File: config.mk
export PLATFORM = sky130hd
export DESIGN_NAME = turn_phase_ctrl
export DESIGN_NICKNAME = d
export VERILOG_FILES = /design/src/rtl/dominion_pkg.sv /design/src/rtl/turn_resource_regs.sv /design/src/rtl/turn_phase_ctrl.sv
export SDC_FILE = /design/constraint.sdc
export NUM_CORES = 1
export LEC_CHECK = 0
export BUFFER_PORTS_ARGS = -buffer_cell sky130_fd_sc_hd__buf_4
export CORE_ASPECT_RATIO = 1.5
export CORE_MARGIN = 2
export CORE_UTILIZATION = 49
export DETAILED_ROUTE_END_ITERATION = 16
export GPL_TIMING_DRIVEN = 1
export PLACE_DENSITY = 0.79
export SLEW_MARGIN = 0
export SYNTH_ARGS = -nofsm -noshare
export SYNTH_HDL_FRONTEND = slang
export SYNTH_SLANG_ARGS = --single-unit
File: constraint.sdc
create_clock -name clk_i -period 2.4 [get_ports clk_i]
set_input_delay 0.24 -clock clk_i [delete_from_list [all_inputs] [get_ports clk_i]]
set_output_delay 0.24 -clock clk_i [all_outputs]
set_load 0.02 [all_outputs]
File: src/rtl/dominion_pkg.sv
// Shared widths, phase encoding and saturating adders for the Dominion turn engine.
package dominion_pkg;

  localparam int unsigned MODE_W = 3;
  localparam int unsigned CNT_W  = 4;
  localparam int unsigned COIN_W = 5;

  // Encoding is the mode bus value seen by card_control_TOP.
  typedef enum logic [MODE_W-1:0] {
    StIdle      = 3'd0,
    StStart     = 3'd1,
    StAction    = 3'd2,
    StActionEnd = 3'd3,
    StBuy       = 3'd4,
    StDraw      = 3'd5,
    StEndgame   = 3'd6
  } mode_e;

  // a + b clamped to 15.
  function automatic logic [CNT_W-1:0] sat_add_cnt(input logic [CNT_W-1:0] a,
                                                   input logic [CNT_W-1:0] b);
    logic [CNT_W:0] s;
    s = {1'b0, a} + {1'b0, b};
    return s[CNT_W] ? {CNT_W{1'b1}} : s[CNT_W-1:0];
  endfunction

  // coins + b clamped to 31.
  function automatic logic [COIN_W-1:0] sat_add_coin(input logic [COIN_W-1:0] a,
                                                     input logic [CNT_W-1:0]  b);
    logic [COIN_W:0] s;
    s = {1'b0, a} + {2'b00, b};
    return s[COIN_W] ? {COIN_W{1'b1}} : s[COIN_W-1:0];
  endfunction

endpackage

File: src/rtl/turn_resource_regs.sv
// Per-turn resource registers (actions, buys, coins) with reload, card-effect,
// treasure-add and purchase controls. Reload has the highest priority.
module turn_resource_regs
  import dominion_pkg::*;
#(
  parameter int unsigned StartActions = 1,
  parameter int unsigned StartBuys    = 1
) (
  input  logic              clk_i,
  input  logic              reset_i,
  input  logic              reload_i,
  input  logic              play_i,
  input  logic              coin_add_i,
  input  logic              buy_i,
  input  logic [CNT_W-1:0]  eff_actions_i,
  input  logic [CNT_W-1:0]  eff_buys_i,
  input  logic [CNT_W-1:0]  eff_coins_i,
  input  logic [CNT_W-1:0]  card_cost_i,
  output logic [CNT_W-1:0]  actions_o,
  output logic [CNT_W-1:0]  buys_o,
  output logic [COIN_W-1:0] coins_o,
  output logic [CNT_W-1:0]  play_actions_o
);

  logic [CNT_W-1:0]  actions_q, actions_d;
  logic [CNT_W-1:0]  buys_q, buys_d;
  logic [COIN_W-1:0] coins_q, coins_d;

  // Playing a card spends one action; only meaningful while actions_q != 0.
  assign play_actions_o = sat_add_cnt(actions_q - CNT_W'(1), eff_actions_i);

  // Next-state selection for the three resource counters.
  always_comb begin
    actions_d = actions_q;
    buys_d    = buys_q;
    coins_d   = coins_q;
    if (reload_i) begin
      actions_d = CNT_W'(StartActions);
      buys_d    = CNT_W'(StartBuys);
      coins_d   = '0;
    end else if (play_i) begin
      actions_d = play_actions_o;
      buys_d    = sat_add_cnt(buys_q, eff_buys_i);
      coins_d   = sat_add_coin(coins_q, eff_coins_i);
    end else if (coin_add_i) begin
      coins_d   = sat_add_coin(coins_q, eff_coins_i);
    end else if (buy_i) begin
      // Caller guarantees buys_q != 0 and coins_q >= card_cost_i.
      buys_d    = buys_q - CNT_W'(1);
      coins_d   = coins_q - COIN_W'(card_cost_i);
    end
  end

  // Resource state registers.
  always_ff @(posedge clk_i or posedge reset_i) begin
    if (reset_i) begin
      actions_q <= '0;
      buys_q    <= '0;
      coins_q   <= '0;
    end else begin
      actions_q <= actions_d;
      buys_q    <= buys_d;
      coins_q   <= coins_d;
    end
  end

  assign actions_o = actions_q;
  assign buys_o    = buys_q;
  assign coins_o   = coins_q;

endmodule

File: src/rtl/turn_phase_ctrl.sv
// Dominion turn sequencer: phase FSM driving the mode bus, turn/player tracking
// and the play/buy enables.
module turn_phase_ctrl
  import dominion_pkg::*;
#(
  parameter int unsigned HandSize     = 5,
  parameter int unsigned StartActions = 1,
  parameter int unsigned StartBuys    = 1,
  parameter int unsigned NumPlayers   = 2,
  parameter logic [7:0]  MaxTurns     = 8'd60
) (
  input  logic              clk_i,
  input  logic              reset_i,
  input  logic              but_sel_i,
  input  logic              but_end_i,
  input  logic              end_mode_i,
  input  logic              eff_valid_i,
  input  logic [CNT_W-1:0]  eff_actions_i,
  input  logic [CNT_W-1:0]  eff_buys_i,
  input  logic [CNT_W-1:0]  eff_coins_i,
  input  logic [CNT_W-1:0]  eff_draw_i,
  input  logic              bought_i,
  input  logic [CNT_W-1:0]  card_cost_i,
  input  logic              game_over_in_i,
  output logic [MODE_W-1:0] mode_o,
  output logic [CNT_W-1:0]  draw_count_o,
  output logic              play_en_o,
  output logic              can_buy_o,
  output logic [CNT_W-1:0]  actions_o,
  output logic [CNT_W-1:0]  buys_o,
  output logic [COIN_W-1:0] coins_o,
  output logic [7:0]        turn_count_o,
  output logic [1:0]        player_o
);

  mode_e            state_q, state_d;
  logic [CNT_W-1:0] draw_count_q, draw_count_d;
  logic [7:0]       turn_count_q, turn_count_d;
  logic [1:0]       player_q, player_d;
  logic             ret_action_q, ret_action_d;

  logic             reload, play, coin_add, buy;
  logic [CNT_W-1:0] play_actions;
  logic             purchase;
  logic [7:0]       new_turn;
  logic [1:0]       next_player;

  turn_resource_regs #(
    .StartActions(StartActions),
    .StartBuys   (StartBuys)
  ) u_res (
    .clk_i         (clk_i),
    .reset_i       (reset_i),
    .reload_i      (reload),
    .play_i        (play),
    .coin_add_i    (coin_add),
    .buy_i         (buy),
    .eff_actions_i (eff_actions_i),
    .eff_buys_i    (eff_buys_i),
    .eff_coins_i   (eff_coins_i),
    .card_cost_i   (card_cost_i),
    .actions_o     (actions_o),
    .buys_o        (buys_o),
    .coins_o       (coins_o),
    .play_actions_o(play_actions)
  );

  assign play_en_o   = (state_q == StAction) && (actions_o != '0);
  assign can_buy_o   = (state_q == StBuy) && (buys_o != '0) &&
                       (coins_o >= COIN_W'(card_cost_i));
  assign purchase    = bought_i && can_buy_o;
  assign new_turn    = (turn_count_q == 8'hFF) ? turn_count_q : turn_count_q + 8'd1;
  assign next_player = (player_q == 2'(NumPlayers - 1)) ? 2'd0 : player_q + 2'd1;

  // Phase transitions and turn bookkeeping.
  always_comb begin
    state_d      = state_q;
    draw_count_d = draw_count_q;
    turn_count_d = turn_count_q;
    player_d     = player_q;
    ret_action_d = ret_action_q;
    reload       = 1'b0;
    play         = 1'b0;
    coin_add     = 1'b0;
    buy          = 1'b0;
    case (state_q)
      StIdle: begin
        if (but_sel_i) state_d = StStart;
      end
      StStart: begin
        if (end_mode_i) begin
          state_d      = StDraw;
          draw_count_d = CNT_W'(HandSize);
          ret_action_d = 1'b0;
          reload       = 1'b1;
        end
      end
      StDraw: begin
        // Both a fresh hand and a mid-action draw resume in ACTION.
        if (end_mode_i) begin
          state_d      = StAction;
          ret_action_d = 1'b0;
        end
      end
      StAction: begin
        if (eff_valid_i && (actions_o != '0)) begin
          play = 1'b1;
          if (eff_draw_i != '0) begin
            // A pending draw wins over but_end and the out-of-actions exit.
            state_d      = StDraw;
            draw_count_d = eff_draw_i;
            ret_action_d = 1'b1;
          end else if (but_end_i || (play_actions == '0)) begin
            state_d = StActionEnd;
          end
        end else if (but_end_i) begin
          state_d = StActionEnd;
        end
      end
      StActionEnd: begin
        coin_add = eff_valid_i;
        if (end_mode_i) state_d = StBuy;
      end
      StBuy: begin
        buy = purchase;
        if (but_end_i || (purchase && (buys_o == CNT_W'(1)))) begin
          turn_count_d = new_turn;
          if (game_over_in_i || (new_turn == MaxTurns)) begin
            state_d = StEndgame;
          end else begin
            state_d      = StDraw;
            draw_count_d = CNT_W'(HandSize);
            ret_action_d = 1'b0;
            player_d     = next_player;
            reload       = 1'b1;
          end
        end
      end
      StEndgame: ;
      default: state_d = StIdle;
    endcase
  end

  // Phase and turn registers.
  always_ff @(posedge clk_i or posedge reset_i) begin
    if (reset_i) begin
      state_q      <= StIdle;
      draw_count_q <= '0;
      turn_count_q <= '0;
      player_q     <= '0;
      ret_action_q <= 1'b0;
    end else begin
      state_q      <= state_d;
      draw_count_q <= draw_count_d;
      turn_count_q <= turn_count_d;
      player_q     <= player_d;
      ret_action_q <= ret_action_d;
    end
  end

  assign mode_o       = state_q;
  assign draw_count_o = draw_count_q;
  assign turn_count_o = turn_count_q;
  assign player_o     = player_q;

endmodule

# Word level (Yosys, flattened, before mapping)
# Index checks and enable logic that the tools add are counted.
# W data, S select, Z words.
[totals]
reg_bits = 30
input_bits = 28
output_inout_bits = 32
elab_cells = 102
[op_classes]
addsub = 8
order_cmp = 1
n_eq_ne = 21
n_mux = 40
n_bitwise = 2
n_reduce_logical = 23
[ops]
columns = ["op", "count"]
rows = [
  ["$mux W4", 13],
  ["$mux W3", 9],
  ["$mux W5", 5],
  ["$pmux W3 S7", 1],
  ["$reduce_bool A4 Y1", 4],
  ["$pmux W4 S3", 1],
  ["$add A4 B4 Y5", 2],
  ["$ne A2 B2 Y1 const B", 5],
  ["$eq A3 B3 Y1 const B", 3],
  ["$add A8 B1 Y8 const B", 1],
  ["$eq A8 B6 Y1 const B", 1],
  ["$eq A8 B8 Y1 const B", 1],
  ["$mux W8", 1],
  ["$reduce_and A8 Y1", 1],
  ["$sub A4 B1 Y4 const B", 2],
  ["$mux W1", 7],
  ["$add A5 B4 Y6", 1],
  ["$eq A3 B2 Y1 const B", 2],
  ["$logic_and A1 B1 Y1", 6],
  ["$ne A2 B1 Y1 const B", 3],
  ["$reduce_and A6 Y1", 1],
  ["$reduce_bool A3 Y1", 2],
  ["$ge A5 B4 Y1", 1],
  ["$sub A5 B4 Y5", 1],
  ["16 further kinds", 21],
]

# Longest topological paths before layout
# Gate-level depths: netlist (run 1).
[depth]
depth_word = 10
depth_mapped = 10
mapped_depth_nobuf = 10

# Hierarchy
# From an unflattened synthesis (run 1), not the netlist that was laid out.
[hier_totals]
cells_unflattened = 287
hier_area_um2 = 2572.5
[by_module_without_submodules]
columns = ["module", "n_inst", "cells_each", "area_each_um2", "seq_area_each_um2"]
rows = [
  ["turn_resource_regs", 1, 150, 1316.3, 325.3],
  ["turn_phase_ctrl", 1, 137, 1256.2, 425.4],
]

# Worst setup path after synthesis (run 1)
# Ideal clock, no wire load.
[synth_timing]
kind = "reg2reg"
from = "register u_res.actions_q[0] (netlist: u_res.actions_o[0])"
to = "register state_q[1] (netlist: mode_o[1])"
setup_time_ns = 0.092
t_arrival_ns = 2.321
required_ns = 2.308
path_slack_ns = -0.013
path_stages_with_launch = 11
path_buffers = 0
synth_period_minus_slack_ns = 2.413
cell_sequence = "dfrtp_1 inv_1 ha_1 inv_1 fa_1 a211oi_1 a31oi_1 nor2_1 a41oi_2 a211o_1 o31ai_2"
[synth_between]
elab_chain_len = 7
word_cells_on_any_way = 12
classes_between = "add/sub (2); eq/ne (2); mux (3); reduce/logical (5)"
[synth_rtl]
columns = ["element", "line_no", "rtl"]
rows = [
  ["from (decl)", "turn_resource_regs.sv:25", "logic [CNT_W-1:0] actions_q, actions_d;"],
  ["from (signal assigned)", "turn_resource_regs.sv:61", "actions_q <= actions_d;"],
  ["$sub A4 B1 Y4", "turn_resource_regs.sv:30", "assign play_actions_o = sat_add_cnt(actions_q - CNT_W'(1), eff_actions_i);"],
  ["$add A4 B4 Y5", "dominion_pkg.sv:23", "s = {1'b0, a} + {1'b0, b};"],
  ["$mux W4", "dominion_pkg.sv:24", "return s[CNT_W] ? {CNT_W{1'b1}} : s[CNT_W-1:0];"],
  ["$logic_not A4 Y1", "turn_phase_ctrl.sv:113", "end else if (but_end_i || (play_actions == '0)) begin"],
  ["$logic_or A1 B1 Y1", "turn_phase_ctrl.sv:113", ""],
  ["$ne A4 B2 Y1 (no line)", "n/a", ""],
  ["$reduce_and A8 Y1 (no line)", "n/a", ""],
  ["to (signal assigned)", "turn_phase_ctrl.sv:147", "state_q <= StIdle;"],
  ["to (signal assigned)", "turn_phase_ctrl.sv:153", "state_q <= state_d;"],
  ["to (decl)", "turn_phase_ctrl.sv:36", "mode_e state_q, state_d;"],
]
# Parallel ways exist; a longest one is shown, timed or not.
# A chain may end at the register's enable or synchronous reset.

# Final worst setup path (run 1)
[layout_timing]
from = "register u_res.actions_q[1] (netlist: u_res.actions_o[1])"
to = "register state_q[2] (netlist: mode_o[2])"
# Same word-level chain as after synthesis.

==> results of run 1 <==
==> cells by family (layout without fill, tap and decap cells) <==
family,count (synthesis),count (layout),synth area share
simple gates,82,82,0.186
compound gates,70,70,0.220
fa+ha+maj,26,26,0.147
buf+inv,31,108,0.0600
mux,4,4,0.0186
xor+xnor,16,16,0.0579
flops,30,30,0.310
==> synthesized netlist by cell type (3+ instances only) <==
master,n,share of area
xor2_1,8,0.029
dfrtp_1,30,0.31
nand3_1,8,0.017
nand2b_1,3,0.0078
inv_1,24,0.037
fa_1,4,0.033
nor2b_1,6,0.016
xnor2_1,8,0.029
a21oi_1,12,0.025
a211oi_1,10,0.031
ha_1,22,0.11
o21ai_0,9,0.019
nor3_1,6,0.012
nor2_1,27,0.042
nand2_1,12,0.019
a21o_1,4,0.012
mux2_2,4,0.019
o21a_1,5,0.016
buf_2,4,0.0083
o22ai_1,6,0.016
==> metrics by stage <==
stage	power (mW)	setup TNS, ps
after detailed placement	3.00	-69.5
after global routing	3.89	-383
final	3.60	-12.4
after CTS	3.52	0
after global placement	2.94	0
after floorplan	2.35	0
==> worst max-delay path: stages, from the launching register on <==
cell     delay [ps]
dfrtp_1         400
inv_2            60
ha_2            320
inv_2            40
ha_1            270
a21o_1          160
a21oi_1         190
xnor2_1         120
a41oi_2         250
buf_4           150
buf_4           100
nor2_1           40
o22a_2          210
==> worst paths after layout <==
kind,to,slack (ps),cells after the start,startpoint
setup / recovery,mode_o[2]$_DFFE_PP0P_,-10,12,u_res.actions_o[1]$_DFFE_PP0P_
hold / removal,player_o[1]$_DFFE_PP0P_,150,2,reset_i
setup reg to reg,mode_o[2]$_DFFE_PP0P_,-10,12,u_res.actions_o[1]$_DFFE_PP0P_
hold reg to reg,player_o[0]$_DFFE_PP0P_,500,1,player_o[0]$_DFFE_PP0P_
max in group asynchronous,u_res.coins_o[1]$_DFFE_PP0P_,1580,3,reset_i
min in group clk_i,draw_count_o[0]$_DFFE_PP0P_,220,3,eff_draw_i[0]
==> registers in the layout, summed over array words and instances, names as in the netlist <==
signal,count
draw_count_o,4
turn_count_o,8
u_res.buys_o,4
player_o,2
u_res.coins_o,5
mode_o,3
u_res.actions_o,4
==> layout make-up <==
type	instances	share of cell area
clock inverter	2	0.00400
timing repair buffer	76	0.182
inverter	24	0.0288
tap	66	0.0264
sequential	30	0.240
clock buffer	6	0.0264
multi-input combinational	198	0.492
==> power by group through the flow <==
| stage | clock [mW] | sequential [mW] | combinational [mW] |
|---|---|---|---|
| 5_1_grt | 0.463 | 0.932 | 2.49 |
| 6_report | 0.430 | 0.898 | 2.27 |
| 2_1_floorplan | 0 | 1.09 | 1.27 |
| 4_1_cts | 0.440 | 0.897 | 2.18 |
| 3_3_place_gp | 0 | 0.897 | 2.04 |
| 3_5_place_dp | 0 | 0.906 | 2.10 |
==> what timing repair did <==
action                                 CTS  global route
resized for setup                        2             6
pin swaps                                4             4
hold buffers                             0             0
gates cloned                             0             0
setup endpoints to repair                2             5
endpoints found under the hold margin    0             0
buffers inserted                         3             5
==> cells in the final DEF, fill, tap and decap left out, types with 3 or more instances in the layout <==
cell type,synthesis,layout
buf_4,1,76
dfrtp_1,30,29
nor2_1,27,27
inv_1,24,21
ha_1,22,21
nand2_1,12,12
a21oi_1,12,12
a211oi_1,10,9
xor2_1,8,8
nand3_1,8,8
xnor2_1,8,8
o21ai_0,9,8
nor2b_1,6,6
o22ai_1,6,6
nor3_1,6,6
clkbuf_8,2,6
o21a_1,5,5
a21o_1,4,4
mux2_2,4,4
a211oi_2,2,3
nand2b_1,3,3
inv_2,0,3
fa_1,4,3
==> layer usage <==
| metal | GRT usage | part of all wire | vias to the layer above |
|---|---|---|---|
| li1 | - | - | 1080 |
| met1 | 0.250 | 0.41 | 1051 |
| met2 | 0.371 | 0.54 | 51 |
| met3 | 0.0374 | 0.035 | 11 |
| met4 | 0.0940 | 0.018 | 0 |
| met5 | 0 | 0 | - |
==> impl_results.md, run 1 <==
- Filler cells: 444
- Clock power frac: 0.119
- Switch Pwr: 1.63 mW
- Setup ws final: -12.4 ps
- RSZ-0062 raised after global routing: yes
- Seq cells post-synth: 30
- Pins Over Slew Limit: 0
- Max Root-Sink Buffers: 2
- Endpoints failing hold: 0
- EDFF count, synth: 0
- Tcrit/Tclk final: 1.01
- Slew at the pin closest to its max-slew limit: 900 ps
- Post-place setup slack: -69.5 ps
- Clock Sinks: 30
- Routability congestion estimate: 0.884
- Netlist cell types: 57
- Root Driver: clkbuf_8
- Largest net degree at the start of global routing: 24
- H-tree levels: 2
- F_max: 415 MHz
- Syn Nets: 313
- Violated checks: setup timing
- DP HPWL: 4410 um
- Total CTS buffers: 5
- Hold slack: 152 ps
- Cell-internal power: 1.97 mW
- Core Area: 0.00481 mm2
- Initial antenna violation count: 0
- Placed Area: 0.00296 mm2
- Die W: 61.4 um
- Primary FF master, synth: dfrtp_1
- Min-delay worst type: in2async
- Vias per inst: 5.46
- Non-Filler Instances: 402
- Power per cell area: 1150 mW/mm2
- Worst EP arrival: 2590 ps
- Worst Setup End Kind: flip-flop
- Critical path required time: 2570 ps
- Post-route cell area: 0.00313 mm2
- Final Skew: 2.36 ps
- Initial Utilization: 0.503
- First-pass GRT wire length: 9360 um
- Total global-route track usage: 0.216
- NumNets Final: 389
- Port bufs: 59
- Die Ht: 90.0 um
- Area of the multi-input gates: 0.00154 mm2
- Setup-failing EPs final: 1
- Final Util: 0.651
- Slew headroom: 0.399
- Critical path fanouts, max: 4
- Final ANT Viol Nets: 0
- DRC: 0
- CTS tree: yes
- Avg Inst Size Synth: 9.34 um2
- Worst setup SP type: flip-flop
- CTS clk-pin slew, worst paths: 70 ps
- Synthesized area: 0.00242 mm2
- Final WL: 5610 um
- Post-synthesis sequential area ratio: 0.310
- Crit path kind: reg2reg
- # diodes: 0
- Layout cells sized above 1: 0.342
- Gr ovfl total: 0
- Final min period: 2410 ps
- Die ar.: 0.00553 mm2
- Placed Cells: 386
- I/O pin count: 60
- WL per Instance: 13.9 um
- Max_cap viols: 0
- Via count: 2193
- Sw frac: 0.454
- Register Area: 752 um2
- Flop pwr share: 0.249
- Vias in the first global route: 2199
- Area growth, synth to finish: 29.5%
- Post-synth ARST share: 1.00
- Worst IR Drop VDD: 634 uV
- DRT Pass-1 Iters: 4
- Comb pwr share: 0.632
- Worst skew pair latency: 280 ps
- Row count: 31
- Status: finished with violations
- Static Leakage: 1.49 nW
- Synth warn: 0
- Syn Inst Count: 259
- Initial DRC Count: 124
Power figures use the tool's default switching activity.
==> run 2, diff against run 1 <==
--- a/config.mk
+++ b/config.mk
@@ -5,13 +5,14 @@
 export SDC_FILE = /design/constraint.sdc
 export NUM_CORES = 1
 export LEC_CHECK = 0
+export ABC_AREA = 1
 export BUFFER_PORTS_ARGS = -buffer_cell sky130_fd_sc_hd__buf_4
 export CORE_ASPECT_RATIO = 1.5
 export CORE_MARGIN = 2
-export CORE_UTILIZATION = 49
+export CORE_UTILIZATION = 50
 export DETAILED_ROUTE_END_ITERATION = 16
 export GPL_TIMING_DRIVEN = 1
-export PLACE_DENSITY = 0.79
+export PLACE_DENSITY = 0.8
 export SLEW_MARGIN = 0
 export SYNTH_ARGS = -nofsm -noshare
 export SYNTH_HDL_FRONTEND = slang
==> run 2 against run 1 <==
The run now ends clean. Critical path depth grew 1. Global-route usage grew 1.3 points. Cell area grew 5.0%. Non-clock buffer count shrank 12. Register-to-register slack gained 200 ps. Area after synthesis grew 8.2%. Worst hold slack lost 130 ps. Via count grew 20%. Synthesized cell count grew 45%. Total power grew 2.2%. Sequential cell count is the same. Largest cell class unchanged. Largest power group unchanged. Highest routed layer unchanged.
==> impl_results.md, run 2 <==
- Max_cap viols: 0
- Worst Setup End Kind: flip-flop
- I/O pin count: 60
- Total CTS buffers: 5
- Die ar.: 0.00584 mm2
- Total global-route track usage: 0.229
- Port bufs: 59
- FF-to-FF path depth: 13
- Power per cell area: 1120 mW/mm2
- Worst IR Drop VDD: 814 uV
- NumNets Final: 497
- Gr ovfl total: 0
- Final min period: 2210 ps
- Root Driver: clkbuf_8
- Register Area: 751 um2
- Critical Path End: mode_o[0]$_DFFE_PP0P_
- Synthesized area: 0.00262 mm2
- Post-synthesis sequential area ratio: 0.287
- Netlist cell types: 33
- Syn Nets: 429
- Seq cells post-synth: 30
- Row count: 32
- Post-Synth XOR/XNOR Area: 0.0402
- Commonest cells post-synth: 103 x nand2_1, 52 x inv_1, 40 x nor2_1, 33 x nand3_1, 30 x dfrtp_1
- Max FFs per register: 8
- Slew at the pin closest to its max-slew limit: 392 ps
- Routability congestion estimate: 0.885
- F_max: 452 MHz
- Worst setup SP type: flip-flop
- Critical path fanouts, max: 4
- Area growth, synth to finish: 25.7%
- Area contributors post-synth: dfrtp_1 29%, nand2_1 15%, ha_1 11%, inv_1 7.5%, nand3_1 6.3%
- Worst Setup SP: u_res.actions_o[0]$_DFFE_PP0P_
- Core Area: 0.00508 mm2
- Area of the multi-input gates: 0.00167 mm2
- Avg Inst Size Synth: 6.98 um2
- Clock Sinks: 30
- Vias in the first global route: 2553
- Post-synthesis mux area share: 0
- Die W: 63.1 um
- Status: complete, no violations
- FF-to-FF setup slack: 190 ps
- Static Leakage: 1.74 nW
- Synth warn: 0
- Primary FF master, synth: dfrtp_1
- Simple-Gate Fraction of Synth Area: 0.350
- Area share of fa/ha/maj cells after synthesis: 0.136
- Slew headroom: 0.739
- DRT Pass-1 Iters: 4
- Pins Over Slew Limit: 0
- Compound-Gate Fraction of Synth Area: 0.100
- Vias per inst: 5.16
- Placed Cells: 503
- Tcrit/Tclk final: 0.921
- Final WL: 6450 um
- Crit path kind: reg2reg
- Initial antenna violation count: 0
- First-pass GRT wire length: 10700 um
- Critical path required time: 2620 ps
- Worst skew pair latency: 290 ps
- H-tree levels: 2
- Largest net degree at the start of global routing: 31
- Via count: 2641
- Max Root-Sink Buffers: 2
- Final Skew: 12.7 ps
- Final ANT Viol Nets: 0
- Final Util: 0.647
- Filler cells: 480
- Worst EP arrival: 2430 ps
- Initial Utilization: 0.515
- Die Ht: 92.6 um
- Endpoints failing hold: 0
- Total power: 3.68 mW
- DRC: 0
- DP HPWL: 5080 um
- Post-CTS Hold Buffers: 0
- Initial DRC Count: 123
- Min-delay worst type: in2async
- Non-Filler Instances: 512
- Post-synth ARST share: 1.00
- FF-to-FF End: mode_o[0]$_DFFE_PP0P_
- EDFF count, synth: 0
- Most common cell after layout, fill and taps aside: nand2_1
- CTS tree: yes
- # diodes: 0
- Layout cells sized above 1: 0.227
- Count leader, synth: nand2_1
- CTS clk-pin slew, worst paths: 70 ps
- Largest family of logic cells by synthesized area: simple AND/OR/NAND/NOR gates
- WL per Instance: 12.6 um
- Cell taking the most area after synthesis: dfrtp_1
- Syn Inst Count: 375
- Setup-failing EPs final: 0
- Commonest cells after routing, fill and taps aside: 102 x nand2_1, 64 x buf_4, 50 x inv_1
- Top cell type's share of synthesized area: 0.287
- Worst R2R Start: u_res.actions_o[0]$_DFFE_PP0P_
[run 2: cell types whose count changed after synthesis, sizes merged, moves of 12 or more]
| cell | before | now |
|---|---|---|
| inv | 24 | 55 |
| o21ai | 11 | 23 |
| nand2 | 12 | 107 |
| nand3 | 8 | 35 |
| nor2 | 27 | 44 |
| a211oi | 12 | 0 |
[run 2: final cells by class]
cell class	instances	area share
clock buffers	7	0.0263
clock inverters	1	0.00152
inverters	55	0.0628
multi-input cells	287	0.509
flip-flops and latches	30	0.228
well taps	68	0.0259
repair buffers	64	0.146
[run 2: kinds of logic (layout without fill, tap and decap cells)]
family / Yosys count / count (layout)
compound gates: 46 / 46
xor+xnor: 12 / 12
fa+ha+maj: 26 / 26
buf+inv: 58 / 127
flops: 30 / 30
simple gates: 203 / 203
[run 2: per-layer routing]
layer | GRT usage | vias to the layer above | share of wire
met4 | 0.137 | 0 | 0.027
met2 | 0.418 | 67 | 0.54
met5 | 0 | - | 0
met1 | 0.244 | 1208 | 0.40
li1 | - | 1351 | -
met3 | 0.0352 | 15 | 0.036
[run 2: metrics by stage]
step | hold slack, ps | setup TNS (ps) | cell area [um2] | worst slack [ps]
after global routing | 62.8 | -28.2 | 3290 | -28.2
after CTS | 48.9 | 0 | 3240 | 56.3
after global placement | 350 | 0 | 3150 | 189
after floorplan | 331 | 0 | 2620 | 134
after detailed placement | 355 | 0 | 3150 | 80.4
final | 22.3 | 0 | 3290 | 189
[run 2: timing repair]
| action | 4_1_cts | 5_1_grt |
|---|---|---|
| buffers inserted | 0 | 1 |
| resized for setup | 0 | 11 |
| hold endpoints to repair | 0 | 0 |
| setup endpoints to repair | 0 | 3 |
[run 2: how the worst min path moves through the flow]
stage	start	to	slack (ps)	cells after the start
floorplan	reset_i	draw_count_o[0]$_DFFE_PP0P_	330	1
global placement	reset_i	u_res.actions_o[1]$_DFFE_PP0P_	350	3
detailed placement	reset_i	u_res.actions_o[1]$_DFFE_PP0P_	350	3
CTS	reset_i	u_res.coins_o[1]$_DFFE_PP0P_	50	3
global route	reset_i	u_res.coins_o[1]$_DFFE_PP0P_	60	3
finish	reset_i	u_res.coins_o[1]$_DFFE_PP0P_	20	3
[run 2: critical path: stages, from the launching register on]
cell and delay (ps):
dfrtp_1 370, inv_2 70, ha_1 290, inv_1 110, fa_2 460, nor2_1 130
nand3_1 80, o21ai_0 160, nand2_1 80, nor2_2 90, nand2_2 90, nor2_2 110
nand2_1 60, nand2_1 50
[run 2: power by group]
part           switching [mW]  leakage, nW  internal (mW)
registers               0.250        0.380          0.691
logic                    1.35         1.31          0.968
clock network           0.193       0.0482          0.231
==> run 3, diff against run 2 <==
--- a/config.mk
+++ b/config.mk
@@ -13,7 +13,6 @@
 export DETAILED_ROUTE_END_ITERATION = 16
 export GPL_TIMING_DRIVEN = 1
 export PLACE_DENSITY = 0.8
-export SLEW_MARGIN = 0
 export SYNTH_ARGS = -nofsm -noshare
 export SYNTH_HDL_FRONTEND = slang
 export SYNTH_SLANG_ARGS = --single-unit
==> constraint.sdc (replaced) <==
create_clock -name clk_i -period 2.4 [get_ports clk_i]
set_input_delay 0.12 -clock clk_i [delete_from_list [all_inputs] [get_ports clk_i]]
set_output_delay 0.12 -clock clk_i [all_outputs]
set_load 0.02 [all_outputs]
==> run 3 against run 2 <==
Cell count down 0.39%. Via count is 2.0% lower. Global-route usage down 0.13 points. Clock skew fell by 8.7 ps. Worst hold slack improved by 130 ps. Critical path type unchanged.
==> impl_results.md, run 3 (same netlist as run 2, synthesis figures left out) <==
- Total CTS buffers: 5
- Worst setup SP type: flip-flop
- Register Area: 751 um2
- Crit path kind: reg2reg
- DRC: 0
- Vias in the first global route: 2490
- # diodes: 0
- Worst EP arrival: 2430 ps
- Area of the multi-input gates: 0.00167 mm2
- Layout cells sized above 1: 0.231
- CTS clk-pin slew, worst paths: 60 ps
- Endpoints failing hold: 0
- Initial DRC Count: 147
- Worst skew pair latency: 280 ps
- WL per Instance: 12.3 um
- Worst Setup End Kind: flip-flop
- I/O pin count: 60
- Port bufs: 59
- FF-to-FF path depth: 15
- Status: complete, no violations
- Routed wire length on met2: 3400 um
- DRT Pass-1 Iters: 4
- Core Area: 0.00508 mm2
- DRT met1 WL: 2530 um
- NumNets Final: 497
- Hold path depth: 4
- Vias per inst: 5.07
- Total global-route track usage: 0.227
- Routed length on met3: 201 um
- Most common cell after layout, fill and taps aside: nand2_1
- DP HPWL: 5010 um
- Setup TNS: 0 ps
- Row count: 32
- Max_cap viols: 0
- RSZ-0062 raised after global routing: yes
- Final Skew: 4.00 ps
- Max layer used: met4
- Total power: 3.63 mW
- Via count: 2588
- Die ar.: 0.00584 mm2
- Critical path fanouts, max: 4
- Initial antenna violation count: 0
- F_max: 451 MHz
- Power per cell area: 1110 mW/mm2
- Final ANT Viol Nets: 0
- Min-delay worst type: in2reg
- Gr ovfl total: 0
- Slew at the pin closest to its max-slew limit: 400 ps
- Filler cells: 475
- Final Util: 0.645
- Final min period: 2220 ps
- Max Root-Sink Buffers: 2
- Critical path required time: 2610 ps
- Largest net degree at the start of global routing: 31
- Worst IR Drop VDD: 689 uV
- Root Driver: clkbuf_8
- Clock Sinks: 30
- CTS tree: yes
- Setup-failing EPs final: 0
- Slew headroom: 0.733
- Commonest cells after routing, fill and taps aside: 101 x nand2_1, 63 x buf_4, 48 x inv_1
- Max FFs per register: 8
- Initial Utilization: 0.515
- H-tree levels: 2
- Area growth, synth to finish: 25.3%
- First-pass GRT wire length: 10700 um
- Die Ht: 92.6 um
- Final WL: 6300 um
- Routability congestion estimate: 0.888
- Die W: 63.1 um
- Tcrit/Tclk final: 0.924
- Static Leakage: 1.73 nW
- Pins Over Slew Limit: 0
[run 3: worst paths after layout]
check                                                from                          end  slack [ps]
setup reg to reg           u_res.actions_o[0]$_DFFE_PP0P_        mode_o[0]$_DFFE_PP0P_         180
hold / removal                              eff_draw_i[2]  draw_count_o[2]$_DFFE_PP0P_         150
max in group asynchronous                         reset_i  draw_count_o[0]$_DFFE_PP0P_        1620
min in group asynchronous                         reset_i  u_res.buys_o[1]$_DFFE_PP0P_         480
hold reg to reg                   player_o[0]$_DFFE_PP0P_      player_o[1]$_DFFE_PP0P_         510
setup / recovery           u_res.actions_o[0]$_DFFE_PP0P_        mode_o[0]$_DFFE_PP0P_         180
[run 3: timing repair]
item / in CTS / in global routing
buffers inserted: 0 / 1
resized for setup: 0 / 16
endpoints found under the setup margin: 0 / 3
hold endpoints to repair: 30 / 0
hold buffers: 1 / 0
[run 3: where the power goes]
part	internal [mW]	leakage, nW	switching (mW)
Sequential	0.691	0.380	0.254
Clock	0.221	0.0431	0.177
Combinational	0.944	1.31	1.34
Total	1.86	1.73	1.77
[run 3: critical path, cell delays in order, from the launching register on]
cell and delay (ps):
dfrtp_1 390, inv_2 80, ha_4 160, xor2_1 140, ha_1 370, nand2_2 120
nor2_2 40, nor2_2 130, nand3_1 90, o21ai_1 120, nand2_1 70, nor2_2 110
nand2_2 90, nor2_2 130, nand2_1 60, nand2_1 50
[run 3: cell type report]
class	instances	area share
timing repair buffer	64	0.147
clock buffer	6	0.0252
inverter	55	0.0630
multi-input combinational	287	0.510
tap	68	0.0259
sequential	30	0.229
[run 3: routing by layer]
layer	up-vias	track usage
met4	0	0.0907
met3	15	0.0292
li1	1338	-
met5	-	0
met1	1178	0.264
met2	57	0.417
[run 3: through the flow]
step                hold WS [ps]  area (um2)  setup WS [ps]  cells
floorplan                    211        2620            134    375
global placement             231        3150            184    502
detailed placement           232        3150            128    502
CTS                          145        3240           97.7    509
global route                 169        3280          -40.5    510
finish                       149        3280            183    510
